**src/rtl/hwpf_issue_queue.sv**
```systemverilog
// hwpf_issue_queue: issue stage of the next-line prefetcher.
// Buffers line-aligned prefetch addresses in a small FIFO, drops duplicates of
// lines still queued or recently issued (round-robin filter), throttles issue
// with a post-handshake idle gap and yields to CPU demand traffic.
// Optional statistics counters are enabled with the macro HWPF_ISSUE_STATS_EN.
module hwpf_issue_queue #(
    parameter int ADDR_WIDTH     = 40,
    parameter int LINE_BYTES     = 64,
    parameter int FIFO_DEPTH     = 4,
    parameter int FILTER_ENTRIES = 8,
    parameter int MIN_GAP        = 2
) (
    input  logic                  clk_i,
    input  logic                  rst_i,
    input  logic                  flush_i,
    input  logic                  lock_i,
    input  logic                  cpu_busy_i,
    input  logic                  pf_req_valid_i,
    output logic                  pf_req_ready_o,
    input  logic [ADDR_WIDTH-1:0] pf_req_addr_i,
    output logic                  dcache_req_valid_o,
    input  logic                  dcache_req_ready_i,
    output logic [ADDR_WIDTH-1:0] dcache_req_addr_o
`ifdef HWPF_ISSUE_STATS_EN
    ,
    output logic [31:0]           stat_issued_o,
    output logic [31:0]           stat_dropped_o,
    output logic [31:0]           stat_full_o
`endif
);

    localparam int OFF_W = $clog2(LINE_BYTES);
    localparam int PTR_W = $clog2(FIFO_DEPTH);
    localparam int CNT_W = PTR_W + 1;
    localparam int FLT_W = (FILTER_ENTRIES > 1) ? $clog2(FILTER_ENTRIES) : 1;
    localparam int GAP_W = (MIN_GAP > 0) ? $clog2(MIN_GAP + 1) : 1;
    localparam logic [ADDR_WIDTH-1:0] LINE_MASK = {ADDR_WIDTH{1'b1}} << OFF_W;

    typedef enum logic [1:0] {
        S_IDLE,
        S_ISSUE,
        S_GAP
    } state_e;

    // Issue FSM and its registered outputs
    state_e                  state_q;
    logic                    valid_q;
    logic [ADDR_WIDTH-1:0]   addr_q;
    logic [GAP_W-1:0]        gap_q;

    // Pending-request FIFO
    logic [ADDR_WIDTH-1:0]   fifo_mem_q [FIFO_DEPTH];
    logic [PTR_W-1:0]        rd_ptr_q, rd_ptr_d;
    logic [PTR_W-1:0]        wr_ptr_q, wr_ptr_d;
    logic [CNT_W-1:0]        count_q, count_d;

    // Recently-issued line filter
    logic [ADDR_WIDTH-1:0]   flt_line_q [FILTER_ENTRIES];
    logic [FILTER_ENTRIES-1:0] flt_vld_q, flt_vld_d;
    logic [FLT_W-1:0]        repl_q, repl_d;

    logic [ADDR_WIDTH-1:0]   req_line;
    logic                    full;
    logic                    empty;
    logic                    accept;
    logic                    dup_hit;
    logic                    push;
    logic                    pop;

    assign req_line = pf_req_addr_i & LINE_MASK;
    assign full     = (count_q == CNT_W'(FIFO_DEPTH));
    assign empty    = (count_q == '0);

    // Acceptance looks only at registered occupancy; a pop in the same cycle does not free a slot early.
    assign pf_req_ready_o = !rst_i && !full && !lock_i && !flush_i;
    assign accept         = pf_req_valid_i && pf_req_ready_o;
    assign push           = accept && !dup_hit;
    assign pop            = valid_q && dcache_req_ready_i;

    assign dcache_req_valid_o = valid_q;
    assign dcache_req_addr_o  = addr_q;

    // Duplicate detection against every occupied FIFO slot (head included) and every valid filter entry
    always_comb begin
        logic [PTR_W-1:0] off;
        dup_hit = 1'b0;
        off     = '0;
        for (int i = 0; i < FIFO_DEPTH; i++) begin
            off = PTR_W'(i) - rd_ptr_q;
            if (({1'b0, off} < count_q) && (fifo_mem_q[i] == req_line)) begin
                dup_hit = 1'b1;
            end
        end
        for (int j = 0; j < FILTER_ENTRIES; j++) begin
            if (flt_vld_q[j] && (flt_line_q[j] == req_line)) begin
                dup_hit = 1'b1;
            end
        end
    end

    // Next-state for FIFO pointers/occupancy and filter bookkeeping; flush overrides push and pop
    always_comb begin
        wr_ptr_d  = wr_ptr_q;
        rd_ptr_d  = rd_ptr_q;
        count_d   = count_q;
        flt_vld_d = flt_vld_q;
        repl_d    = repl_q;
        if (flush_i) begin
            wr_ptr_d  = '0;
            rd_ptr_d  = '0;
            count_d   = '0;
            flt_vld_d = '0;
            repl_d    = '0;
        end else begin
            if (push) begin
                wr_ptr_d = wr_ptr_q + PTR_W'(1);
            end
            if (pop) begin
                rd_ptr_d          = rd_ptr_q + PTR_W'(1);
                flt_vld_d[repl_q] = 1'b1;
                repl_d            = (repl_q == FLT_W'(FILTER_ENTRIES - 1)) ? '0 : repl_q + FLT_W'(1);
            end
            if (push && !pop) begin
                count_d = count_q + CNT_W'(1);
            end else if (pop && !push) begin
                count_d = count_q - CNT_W'(1);
            end
        end
    end

    // Control state registers
    always_ff @(posedge clk_i or posedge rst_i) begin
        if (rst_i) begin
            wr_ptr_q  <= '0;
            rd_ptr_q  <= '0;
            count_q   <= '0;
            flt_vld_q <= '0;
            repl_q    <= '0;
        end else begin
            wr_ptr_q  <= wr_ptr_d;
            rd_ptr_q  <= rd_ptr_d;
            count_q   <= count_d;
            flt_vld_q <= flt_vld_d;
            repl_q    <= repl_d;
        end
    end

    // Line storage; contents are only meaningful where the matching valid/occupancy state says so
    always_ff @(posedge clk_i) begin
        if (push && !flush_i) begin
            fifo_mem_q[wr_ptr_q] <= req_line;
        end
        if (pop && !flush_i) begin
            flt_line_q[repl_q] <= addr_q;
        end
    end

    // Issue FSM: a presented request is never withdrawn by lock/busy, only by flush
    always_ff @(posedge clk_i or posedge rst_i) begin
        if (rst_i) begin
            state_q <= S_IDLE;
            valid_q <= 1'b0;
            addr_q  <= '0;
            gap_q   <= '0;
        end else if (flush_i) begin
            state_q <= S_IDLE;
            valid_q <= 1'b0;
            gap_q   <= '0;
        end else begin
            unique case (state_q)
                S_IDLE: begin
                    if (!empty && !lock_i && !cpu_busy_i) begin
                        state_q <= S_ISSUE;
                        valid_q <= 1'b1;
                        addr_q  <= fifo_mem_q[rd_ptr_q];
                    end
                end
                S_ISSUE: begin
                    if (dcache_req_ready_i) begin
                        valid_q <= 1'b0;
                        if (MIN_GAP == 0) begin
                            state_q <= S_IDLE;
                        end else begin
                            state_q <= S_GAP;
                            gap_q   <= GAP_W'(MIN_GAP);
                        end
                    end
                end
                S_GAP: begin
                    gap_q <= gap_q - GAP_W'(1);
                    if (gap_q <= GAP_W'(1)) begin
                        state_q <= S_IDLE;
                    end
                end
                default: begin
                    state_q <= S_IDLE;
                    valid_q <= 1'b0;
                end
            endcase
        end
    end

`ifdef HWPF_ISSUE_STATS_EN
    logic [31:0] stat_issued_q;
    logic [31:0] stat_dropped_q;
    logic [31:0] stat_full_q;

    function automatic logic [31:0] sat_inc(input logic [31:0] v);
        return (v == '1) ? v : v + 32'd1;
    endfunction

    // Saturating event counters; survive flush, cleared only by reset
    always_ff @(posedge clk_i or posedge rst_i) begin
        if (rst_i) begin
            stat_issued_q  <= '0;
            stat_dropped_q <= '0;
            stat_full_q    <= '0;
        end else begin
            if (pop) begin
                stat_issued_q <= sat_inc(stat_issued_q);
            end
            if (accept && dup_hit) begin
                stat_dropped_q <= sat_inc(stat_dropped_q);
            end
            if (pf_req_valid_i && full) begin
                stat_full_q <= sat_inc(stat_full_q);
            end
        end
    end

    assign stat_issued_o  = stat_issued_q;
    assign stat_dropped_o = stat_dropped_q;
    assign stat_full_o    = stat_full_q;
`endif

endmodule

```
**config.mk**
```make
export PLATFORM = sky130hd
export DESIGN_NAME = hwpf_issue_queue
export DESIGN_NICKNAME = d
export VERILOG_FILES = /design/src/rtl/hwpf_issue_queue.sv
export SDC_FILE = /design/constraint.sdc
export NUM_CORES = 1
export LEC_CHECK = 0
export CAP_MARGIN = 40
export CORE_MARGIN = 2
export CORE_UTILIZATION = 30
export DETAILED_ROUTE_END_ITERATION = 12
export HOLD_SLACK_MARGIN = 0.03
export PLACE_DENSITY_LB_ADDON = 0.15
export SYNTH_ARGS = -nofsm -noshare
export SYNTH_HDL_FRONTEND = slang
export SYNTH_SLANG_ARGS = --single-unit
```
**constraint.sdc**
```tcl
create_clock -name clk_i -period 6.2 [get_ports clk_i]
set_clock_uncertainty 0.2 [all_clocks]
set_input_delay 1.24 -clock clk_i [delete_from_list [all_inputs] [get_ports clk_i]]
set_output_delay 1.24 -clock clk_i [all_outputs]
set_load 0.02 [all_outputs]
```
==> impl_metrics.py <==
metrics = {
    "sta": {
        "unrepaired_setup_endpoints_after_global_routing": "false",
        "tns_setup_ns": 0,
        "drv_slew": 0,
        "max_freq_mhz": 207,
        "timing.final.crit_share_pct": 78.0,
        "post-route-min-period_ns": 4.83,
        "worst_slew_pin_slew_ns": 0.851,
        "max-slew-margin-rel_pct": 43.2,
        "fin_ws_ns": 1.37,
        "setup_viol_count_final": 0,
        "report.final.hold_viol_count": 0,
    },
    "floorplan": {
        "ioPinCount": 89,
        "core_mm2": 0.0675,
        "die_height_um": 266,
        "die_area_mm2": 0.0706,
        "std_cell_rows": 95,
        "die_x_um": 266,
        "start_util_pct": 30.4,
    },
    "pwr": {
        "switchingPower_mw": 2.46,
        "share_clk_of_total_power_pct": 36.5,
        "switching_portion_of_total_power_pct": 28.8,
        "total_leakage_power_nw": 8.06,
        "share_comb_of_total_power_pct": 14.5,
        "ir_drop_uv": 186,
        "internal_power_mw": 6.07,
        "p_seq_share_pct": 49.1,
        "power_per_cell_area_mw_per_mm2": 345,
    },
    "logic_synthesis": {
        "synthDominantCellAreaShare_pct": 59.7,
        "post_synth_edffs": 408,
        "seq_area_frac_synth_pct": 66.6,
        "syn-mean-instance-area_um2": 16.2,
        "post-synth-top-area-cell": "sky130_fd_sc_hd__edfxtp_1",
        "synth.ff_latch_count": 465,
        "synth_top_cells_by_area": "sky130_fd_sc_hd__edfxtp_1 (60%), sky130_fd_sc_hd__xnor2_1 (13%), sky130_fd_sc_hd__dfrtp_1 (6.9%)",
        "synthArstFlopShare_pct": 12.3,
        "synthCells": 1267,
        "syn-cell-area_mm2": 0.0205,
        "synthFlopType": "sky130_fd_sc_hd__edfxtp_1",
        "synth_common_cells": "sky130_fd_sc_hd__edfxtp_1 (408), sky130_fd_sc_hd__xnor2_1 (300), sky130_fd_sc_hd__xor2_1 (106)",
        "yosysWarnings": 0,
        "yosys.cell_count.top_type": "sky130_fd_sc_hd__edfxtp_1",
        "count_of_different_cell_masters_after_synthesis": 44,
    },
    "final_layout": {
        "final_area_mm2": 0.0247,
        "post-route-util_pct": 36.6,
        "multi_input_area_mm2": 0.00646,
        "num-fill-cells": 6424,
        "drive_gt1_share_pct": 16.3,
        "layout-area-overhead-vs-synth_pct": 20.3,
        "nNetsFinal": 1509,
        "regArea_mm2": 0.0137,
    },
    "route": {
        "drtPass1Iterations": 5,
        "drtAntennaViolNets": 0,
        "routedWlPerCell_um": 28.3,
        "drt_total_wl_um": 66900,
        "via_count": 11600,
        "dr_iter_0_viols": 990,
        "avgViaCountPerCell": 4.89,
        "drcViolationCount": 0,
    },
    "setup_path": {
        "timing.reg2reg.worst_path_depth": 10,
        "worstPathBufferInverterCount": 1,
        "critPathMaxFanout": 10,
        "critPathRequiredTime_ns": 6.48,
        "crit_path_max_incr_delay_ns": 0.76,
        "cp_data_arrival_time_ns": 5.12,
        "critPathCaptureType": "register",
        "path_class": "input port to register",
        "critical_path.startpoint_type": "input port",
        "path_cells": "clkdlybuf4s50_1 -> xor2_1 -> nor4_1 -> nand4_1 -> nor3_1 -> a31oi_1 -> and3_1 -> nand4_4 -> nor2_1 -> fa_1 -> and3_1 -> mux2i_1 -> mux2_1",
        "worstSetupPathDepth": 13,
        "critical-path-slowest-cell": "sky130_fd_sc_hd__clkdlybuf4s50_1",
        "cp_common_cell": "sky130_fd_sc_hd__and3_1",
        "timing.critical_path.max_delay_family": "simple AND/OR/NAND/NOR gates",
    },
    "clock_network": {
        "cts-hold-fix-buffers": 0,
        "insertion_delay_ns": 0.63,
        "cts_tree": "yes",
        "cts.repair.resized": 0,
        "htree_num_levels": 2,
        "ctsRootBufferMaster": "sky130_fd_sc_hd__clkbuf_16",
        "clock_sink_count": 465,
        "post-cts-setup-buffers": 0,
        "clkTransAtPathRegs_ns": 0.06,
        "cts_max_path_buffers": 3,
        "cts_buffers": 53,
    },
    "min_path": {
        "min-delay-path-class": "register to register",
        "hold_path_depth": 1,
    },
    "grt": {
        "grt_use_total_pct": 19.1,
        "grt_max_degree": 43,
        "grt-ovfl-total": 0,
        "initial_antenna_violation_count": 8,
        "first_global_vias": 11800,
        "wire_length_of_the_first_global_routing_pass_um": 93000,
    },
    "placement": {
        "place.detailed.hpwl_um": 46700,
        "area_after_detailed_placement_mm2": 0.0230,
        "place_ws_ns": 0.605,
        "port_buffers": 76,
        "final_weighted_congestion_in_routability_driven_placement": 0.784,
    },
    "job": {
        "maxCapViolCount": 0,
    },
    "outcome": {
        "outcome": "finished clean",
    },
}
-- stage by stage --
step	cells	hold slack (ns)	power, mW
floorplan	1272	0.243	4.51
global placement	2263	0.262	5.50
detailed placement	2267	0.269	5.51
CTS	2365	0.282	8.63
global route	2367	0.295	8.81
finish	2367	0.279	8.54
-- kinds of logic (layout without fill, tap and decap cells) --
group | Yosys count | after routing | share of synthesized area (%)
buffers and inverters | 74 | 295 | 2.43
adder cells (fa/ha/maj) | 12 | 12 | 0.768
multiplexers | 74 | 74 | 5.91
AND/OR/NAND/NOR | 197 | 197 | 5.57
AO/OA/AOI/OAI | 35 | 35 | 1.15
other | 1 | 7 | 0.0183
XOR/XNOR | 409 | 409 | 17.6
flip-flops | 465 | 465 | 66.6
-- cell usage in the layout (no fill, tap or decap), types with 3 or more instances in the layout --
master,n
sky130_fd_sc_hd__clkinv_2,7
sky130_fd_sc_hd__clkbuf_16,53
sky130_fd_sc_hd__buf_4,91
sky130_fd_sc_hd__a21oi_1,9
sky130_fd_sc_hd__nand2_1,9
sky130_fd_sc_hd__a21o_1,8
sky130_fd_sc_hd__o21ai_0,8
sky130_fd_sc_hd__bufinv_16,3
sky130_fd_sc_hd__and3_1,3
sky130_fd_sc_hd__nor4_1,38
sky130_fd_sc_hd__nor4_2,3
sky130_fd_sc_hd__nor2_4,10
sky130_fd_sc_hd__clkbuf_8,9
sky130_fd_sc_hd__nand3_1,8
sky130_fd_sc_hd__xnor2_1,300
sky130_fd_sc_hd__inv_6,3
sky130_fd_sc_hd__nor2_1,19
sky130_fd_sc_hd__clkdlybuf4s50_1,76
sky130_fd_sc_hd__mux2_1,33
sky130_fd_sc_hd__nor2b_1,3
sky130_fd_sc_hd__dfrtp_1,55
sky130_fd_sc_hd__clkinv_1,7
sky130_fd_sc_hd__nand2b_1,4
sky130_fd_sc_hd__conb_1,6
sky130_fd_sc_hd__xnor2_2,3
sky130_fd_sc_hd__edfxtp_1,408
sky130_fd_sc_hd__xor2_1,106
sky130_fd_sc_hd__buf_12,10
sky130_fd_sc_hd__nand4_1,80
sky130_fd_sc_hd__clkbuf_1,15
sky130_fd_sc_hd__inv_1,15
sky130_fd_sc_hd__nor3_1,13
sky130_fd_sc_hd__mux4_2,34
sky130_fd_sc_hd__mux2_2,5
sky130_fd_sc_hd__ha_1,11
-- path summary, 6_finish.rpt --
path | slack, ns | from | end
hold reg to reg | 0.28 | flt_vld_q[5]$_DFFE_PP0P_ | flt_vld_q[5]$_DFFE_PP0P_
max in group asynchronous | 4.46 | rst_i | dcache_req_addr_o[14]$_DFFE_PP0P_
setup reg to reg | 2.33 | rd_ptr_q[0]$_DFFE_PP0P_ | fifo_mem_q[1][19]$_DFFE_PP_
hold / removal | 0.28 | flt_vld_q[5]$_DFFE_PP0P_ | flt_vld_q[5]$_DFFE_PP0P_
min in group asynchronous | 0.80 | rst_i | repl_q[1]$_DFFE_PP0P_
setup / recovery | 1.37 | pf_req_addr_i[18] | count_q[2]$_DFFE_PP0P_
-- registers in the layout (all words and copies together) (netlist names) --
| register | flops |
|---|---|
| state_q | 2 |
| count_q | 3 |
| flt_vld_q | 8 |
| flt_line_q | 272 |
| repl_q | 3 |
| rd_ptr_q | 2 |
| dcache_req_addr_o | 34 |
| gap_q | 2 |
| dcache_req_valid_o | 1 |
| fifo_mem_q | 136 |
| wr_ptr_q | 2 |
-- per-layer routing --
| metal | routed length (um) | vias to the layer above | track usage (%) |
|---|---|---|---|
| met3 | 3790 | 83 | 3.05 |
| met4 | 1370 | 2 | 4.25 |
| met2 | 31500 | 312 | 30.9 |
| li1 | - | 5050 | - |
| met5 | 11 | - | 0 |
| met1 | 30200 | 6133 | 27.0 |
-- cell type report --
| cell class | count | share of cell area [%] |
|---|---|---|
| Antenna cell | 1 | 0.0101 |
| Tap cell | 873 | 4.42 |
| Multi-Input combinational cell | 733 | 26.2 |
| Clock inverter | 21 | 0.800 |
| Inverter | 17 | 0.258 |
| Sequential cell | 465 | 55.4 |
| Clock buffer | 77 | 6.10 |
| Timing Repair Buffer | 180 | 6.90 |
-- worst reg2reg max path, cell delays in order, from the launching register on --
cell,delay [ns]
sky130_fd_sc_hd__dfrtp_2,0.36
sky130_fd_sc_hd__buf_4,0.64
sky130_fd_sc_hd__nand2b_1,0.26
sky130_fd_sc_hd__a21oi_1,0.11
sky130_fd_sc_hd__o21ai_0,0.16
sky130_fd_sc_hd__nor4_1,0.08
sky130_fd_sc_hd__nor4_2,0.43
sky130_fd_sc_hd__nand4_4,0.19
sky130_fd_sc_hd__buf_4,0.25
sky130_fd_sc_hd__nor2_4,0.60
sky130_fd_sc_hd__buf_12,0.27
-- power by group through the flow --
| stage | clock [mW] | combinational (mW) | sequential, mW |
|---|---|---|---|
| 3_3_place_gp | 0 | 1.24 | 4.26 |
| 4_1_cts | 3.18 | 1.25 | 4.20 |
| 2_1_floorplan | 0 | 0.336 | 4.17 |
| 5_1_grt | 3.29 | 1.30 | 4.21 |
| 6_report | 3.11 | 1.23 | 4.19 |
| 3_5_place_dp | 0 | 1.25 | 4.26 |
Power figures use the tool's default switching activity.
